[config.mk]
export PLATFORM = sky130hd
export DESIGN_NAME = alu
export DESIGN_NICKNAME = d
export VERILOG_FILES = /design/src/rtl/alu_pkg.sv /design/src/rtl/alu_comb.sv /design/src/rtl/alu.sv
export SDC_FILE = /design/constraint.sdc
export NUM_CORES = 1
export LEC_CHECK = 0
export BUFFER_PORTS_ARGS = -buffer_cell sky130_fd_sc_hd__buf_2
export CAP_MARGIN = 10
export CELL_PAD_IN_SITES_DETAIL_PLACEMENT = 0
export CELL_PAD_IN_SITES_GLOBAL_PLACEMENT = 1
export CORE_ASPECT_RATIO = 2
export CORE_MARGIN = 8
export CORE_UTILIZATION = 30
export DETAILED_ROUTE_END_ITERATION = 10
export MAX_ROUTING_LAYER = met4
export PLACE_DENSITY_LB_ADDON = 0.1
export RECOVER_POWER = 25
export SYNTH_ARGS = -nofsm -noshare
export SYNTH_HDL_FRONTEND = slang
export SYNTH_HIERARCHICAL = 1
export SYNTH_SLANG_ARGS = --single-unit
[constraint.sdc]
create_clock -name CLK -period 2.5 [get_ports CLK]
set_clock_uncertainty 0.15 [all_clocks]
set_input_delay 0.125 -clock CLK [delete_from_list [all_inputs] [get_ports CLK]]
set_output_delay 0.125 -clock CLK [all_outputs]
set_load 0.02 [all_outputs]
[src/rtl/alu_pkg.sv]
// Shared definitions for the datapath ALU: opcode encodings and default width.
// The control unit imports this same package so both sides agree on the encodings.
package alu_pkg;

    localparam int ALU_DATA_WIDTH = 8;

    typedef logic [2:0] aluop_t;

    localparam aluop_t ALU_FWD = 3'b000;
    localparam aluop_t ALU_ADD = 3'b001;
    localparam aluop_t ALU_AND = 3'b010;
    localparam aluop_t ALU_OR  = 3'b011;

    // Any code with the top bit set is reserved; it yields a zero result.
    function automatic logic alu_is_reserved(aluop_t op);
        return op[2];
    endfunction

endpackage

[src/rtl/alu_comb.sv]
// Combinational core of the ALU: opcode decode, the four function units
// and zero detect. Reserved opcodes produce a zero result.
module alu_comb
    import alu_pkg::*;
#(
    parameter int DATA_WIDTH = ALU_DATA_WIDTH
) (
    input  logic [DATA_WIDTH-1:0] operand1_i,
    input  logic [DATA_WIDTH-1:0] operand2_i,
    input  logic [2:0]            aluop_i,
    output logic [DATA_WIDTH-1:0] result_o,
    output logic                  zero_o
);

    aluop_t                op;
    logic [DATA_WIDTH-1:0] sum;
    logic [DATA_WIDTH-1:0] and_res;
    logic [DATA_WIDTH-1:0] or_res;

    assign op = aluop_t'(aluop_i);

    // Carry-out is dropped: the sum wraps modulo 2^DATA_WIDTH.
    assign sum     = operand1_i + operand2_i;
    assign and_res = operand1_i & operand2_i;
    assign or_res  = operand1_i | operand2_i;

    always_comb begin
        result_o = '0;
        if (!alu_is_reserved(op)) begin
            case (op)
                ALU_FWD: result_o = operand2_i;
                ALU_ADD: result_o = sum;
                ALU_AND: result_o = and_res;
                ALU_OR:  result_o = or_res;
                default: result_o = '0;
            endcase
        end
    end

    assign zero_o = (result_o == '0);

endmodule

[src/rtl/alu.sv]
// Registered 8-bit ALU of the lab CPU datapath: result feeds register-file
// write-back, zero flag feeds branch logic. One-cycle latency, synchronous reset.
module alu
    import alu_pkg::*;
#(
    parameter int DATA_WIDTH = ALU_DATA_WIDTH
) (
    input  logic                  CLK,
    input  logic                  RESET,
    input  logic [DATA_WIDTH-1:0] OPERAND1,
    input  logic [DATA_WIDTH-1:0] OPERAND2,
    input  logic [2:0]            ALUOP,
    output logic [DATA_WIDTH-1:0] OUTPUT,
    output logic                  ZERO
);

    logic [DATA_WIDTH-1:0] output_d;
    logic [DATA_WIDTH-1:0] output_q;
    logic                  zero_d;
    logic                  zero_q;

    alu_comb #(
        .DATA_WIDTH (DATA_WIDTH)
    ) u_alu_comb (
        .operand1_i (OPERAND1),
        .operand2_i (OPERAND2),
        .aluop_i    (ALUOP),
        .result_o   (output_d),
        .zero_o     (zero_d)
    );

    // Reset wins over the operation computed in the same cycle.
    always_ff @(posedge CLK) begin
        if (RESET) begin
            output_q <= '0;
            zero_q   <= 1'b1;
        end else begin
            output_q <= output_d;
            zero_q   <= zero_d;
        end
    end

    assign OUTPUT = output_q;
    assign ZERO   = zero_q;

endmodule

After elaboration in Yosys (flattened, before gate mapping):

Cells that the tools add are included.

* register bits after elaboration: 9
* bits in latches: 0
* memory bits (writable): 0
* ROM bits: 0
* input bits: 21
* output and inout port bits: 9
* logic and storage cells: 12
* memories kept: 0

* add/subtract/negate cells: 1
* $mul: 0
* div/mod/pow operators: 0
* $lt $le $gt $ge: 0
* equal/unequal tests: 3
* shift operators: 0
* mux-type cells: 2
* bitwise operators: 2
* reduce and logical (&&, ||, !) cells: 2

Operators with widths (number)
* $pmux W8 S4: 1
* $add A8 B8 Y8: 1
* $and A8 B8 Y8: 1
* $logic_not A8 Y1: 1
* $mux W8: 1
* $or A8 B8 Y8: 1
* $eq A3 B2 Y1 const B: 2
* $eq A3 B1 Y1 const B: 1
* $logic_not A3 Y1: 1

Logic depth before layout (Yosys ltp):

* word-level depth: 4
* gate-level depth with buffers: 9
* gate-level depth less buffers: 9

Hierarchy:

Netlist, hierarchy kept.

By module, submodules not included
* alu_comb: times used 1, cells each 101, area an instance 729.4 um^2, sequential area each 0.0 um^2
* alu: times used 1, cells each 18, area an instance 236.5 um^2, sequential area each 180.2 um^2

Worst setup path after synthesis:

Ideal clock, no wire load.

* path type: input-to-reg
* start point: input port OPERAND1[0]
* end point: register zero_q, in the netlist ZERO
* library setup time: 58 ps
* data arrival time: 2476 ps
* data required time: 2292 ps
* path slack: -184 ps
* stages on the path: 9
* path buffers: 0
* cell sequence: ha_1 -> fa_1 -> xor2_1 -> mux2i_1 -> o22ai_1 -> or4_1 -> or4b_1 -> a2111oi_2 -> or2_1

* cells in the longest elaborated chain, start to end: 4
* elaborated cells on any way between the ends: 6
* classes of those cells: add/sub (1); mux (2); bitwise (2); reduce/logical (1)

Ends and longest elaborated chain
* start, declared: line alu.sv:10 `input logic [DATA_WIDTH-1:0] OPERAND1,`
* $add A8 B8 Y8: line alu_comb.sv:23 `assign sum = operand1_i + operand2_i;`
* $pmux W8 S4: line alu_comb.sv:30 `case (op)`
* $mux W8: line alu_comb.sv:29 `if (!alu_is_reserved(op)) begin`
* named net output_d[2]: line alu.sv:17 `logic [DATA_WIDTH-1:0] output_d;`
* $logic_not A8 Y1: line alu_comb.sv:40 `assign zero_o = (result_o == '0);`
* named net zero_d: line alu.sv:19 `logic zero_d;`
* end signal, assigned: line alu.sv:39 `zero_q <= zero_d;`
* end, declared: line alu.sv:20 `logic zero_q;`

The timed path passes the listed nets, and every way through them passes these cells.
A chain may end at the register's enable or synchronous reset.

Worst setup path after layout:

Same ends and word-level chain as after synthesis.

==> impl_results.md <==
* Ant diodes at 0
* TritonCTS Sinks at 9
* Initial antenna violation count at 0
* Crit path DAT at 2.50 ns
* P_leak at 0.714 nW
* # setup viols final at 0
* I/O pins at 30
* Crit. End Element: flop
* Slew HR at 0.770
* Max-cap violations at 0
* DP Worst Slack at -0.280 ns
* Synth unique cells at 32
* Vias in the first global route at roughly 1,100
* Min cycle time layout at 2.48 ns
* Cell Area, Synth at 966 sq um
* GP Congestion at 0.758
* Seq. cell area at 180 sq um
* Layout cells sized above 1 at 0.325
* Via count at just under 1,000
* GRT Residual Overflow at 0
* ANT nets after route at 0
* Status: complete, no violations
* Mapped Cells at 119
* Final setup margin at 0.0233 ns
* Synth Warn # at 6
* CTS max path bufs at 2
* Fin cells at 200
* Die area at 0.00540 sq mm
* Crit path max fanout at 2
* Hold Path Depth at 2
* Multi-input combinational cell area at 732 sq um
* Total power divided by cell area at 388 mW/mm^2
* # port buffers at 29
* Area growth, synth to finish at 42.5%
* DRC errors left at 0
* Global-route wire length before repair at 4.26 mm
* GRT Overall Usage at 0.0942
* Final period util at 0.991
* RSZ-0062 raised after global routing: true
* Drt first pass iters at 4
* H-tree Lvls at 1
* Yosys reg bits at 9
* Core area at approximately 0.0031 sq mm
* Worst-path clk slew at 0.04 ns
* Worst VDD drop at 184 uV
* Initial Util at 0.310
* Top FF cell, synth: dfxtp_1
* Inst Count DP at 196
* Hold buffer count at CTS at 0
* 1st-iter DRT viols at 5
* Core Rows at 29
* Post-layout util at 0.441
* Final-stage net count at 208
* Final Max Tran Viols at 0
* Ys async rst share at 0
* Number of enable flip-flop cells after synthesis at 0
* Setup crit start kind: input port
* Filler cell count at ~340
* Avg Cell Area, Syn at slightly above 8 sq um
* Via density at between 4 and 5
* Chip width at between 50 and 60 microns
* Critical Path RT at between 2 and 3 ns
* Hold WC Path Type: in2reg
* Routed wire length at 2.47 mm
* Slew of the pin with the lowest slew margin at 0.344 ns
* Largest net degree at the start of global routing at 12
* Cts bufs inserted at 3
* TritonCTS clock tree: yes
* Wire per inst at between 10 and 15 microns
* Height of the chip at 96.2 microns
* F_max at 0.404 GHz
* Root buf cell: clkbuf_8
* Sum of net half-perimeters after detailed placement at ~2.2 mm
* Critical path type: in2reg
* Post CTS Setup Buffer Count at 0
* Sequential share of the synthesized area at 0.187
* Fin. Hold Viols at 0
* Syn Nets at 157
[Yosys cell counts, types with 3 or more instances]
cell type / count / share of area
inv_1: 18 / 0.070
ha_1: 16 / 0.21
dfxtp_1: 9 / 0.19
nand2_1: 9 / 0.035
a21oi_1: 8 / 0.041
nor2b_1: 8 / 0.052
o211ai_1: 6 / 0.047
mux2i_1: 5 / 0.052
o21ai_0: 4 / 0.021
nor2_1: 3 / 0.012
o22ai_1: 3 / 0.019
xor2_1: 3 / 0.027
[what timing repair did]
| item | in CTS | in global routing |
|---|---|---|
| gates cloned | 0 | 0 |
| endpoints found under the hold margin | 0 | 0 |
| resized for setup | 3 | 3 |
| setup endpoints to repair | 1 | 1 |
| pin swaps | 0 | 5 |
[per-layer routing]
| metal | wire length [microns] | GRT usage |
|---|---|---|
| met4 | 0 | 0.0181 |
| met3 | 106 | 0.0238 |
| met1 | 893 | 0.0786 |
| met2 | 1470 | 0.198 |
| met5 | 0 | - |
[cells by family after synthesis]
| logic type | Yosys count | share of synthesized area |
|---|---|---|
| flip-flops | 9 | 0.187 |
| multiplexers | 5 | 0.0518 |
| XOR/XNOR | 4 | 0.0363 |
| adder cells (fa/ha/maj) | 17 | 0.228 |
| buffers and inverters | 21 | 0.0881 |
| AO/OA/AOI/OAI | 30 | 0.214 |
| AND/OR/NAND/NOR | 33 | 0.196 |
[sequential cells by signal, indices dropped and copies added, names as in the netlist]
name / count
ZERO: 1
OUTPUT: 8
[critical path, cell delays in order]
cell,delay (ns)
buf_6,0.10
ha_4,0.16
fa_2,0.44
mux2i_1,0.15
o22ai_1,0.11
or4_1,0.53
or4b_4,0.56
a2111oi_4,0.20
or2_1,0.13
[final cells by class]
| cell class | instances | area share |
|---|---|---|
| multi-input combinational | 89 | 0.532 |
| timing repair buffer | 49 | 0.227 |
| sequential | 9 | 0.131 |
| inverter | 18 | 0.0491 |
| clock buffer | 4 | 0.0327 |
| tap | 31 | 0.0282 |
[where the power goes]
group / internal [W] / switching, W / total, W
Clock: 0.000110 / 0.0000505 / 0.000161
Sequential: 0.000154 / 0.00000171 / 0.000155
Combinational: 0.000107 / 0.000110 / 0.000218
Total: 0.000372 / 0.000162 / 0.000534
[worst paths after layout]
check / to / start
worst min-delay path: OUTPUT[1]$_SDFF_PP0_ / RESET
worst max-delay path: ZERO$_SDFF_PP1_ / OPERAND1[0]
[stage by stage]
stage / hold WS (ns) / total power (W) / setup TNS (ns) / instance area, sq um
floorplan: 0.0466 / 0.000281 / 0 / 981
global placement: 0.257 / 0.000364 / -0.183 / 1300
detailed placement: 0.257 / 0.000368 / -0.280 / 1300
CTS: 0.0186 / 0.000533 / -0.0224 / 1360
global route: 0.0377 / 0.000575 / -0.0714 / 1380
finish: 0.0190 / 0.000534 / 0 / 1380
[cells in the final DEF, fill, tap and decap left out, types with 2 or more instances in the layout]
master and instances:
or2_1 2, nor3b_1 2, mux2i_1 5, xor2_1 3, buf_6 4, a21oi_1 8
buf_2 22, a22oi_1 2, ha_1 15, nor2_1 3, clkbuf_1 5, clkbuf_8 3
o21ai_0 4, nor2b_1 8, o22ai_1 3, o211ai_1 6, nand2_1 9, inv_1 18
dfxtp_1 9, a21o_1 2, nand2b_1 2, buf_4 19
(Power assumes the default switching activity.)
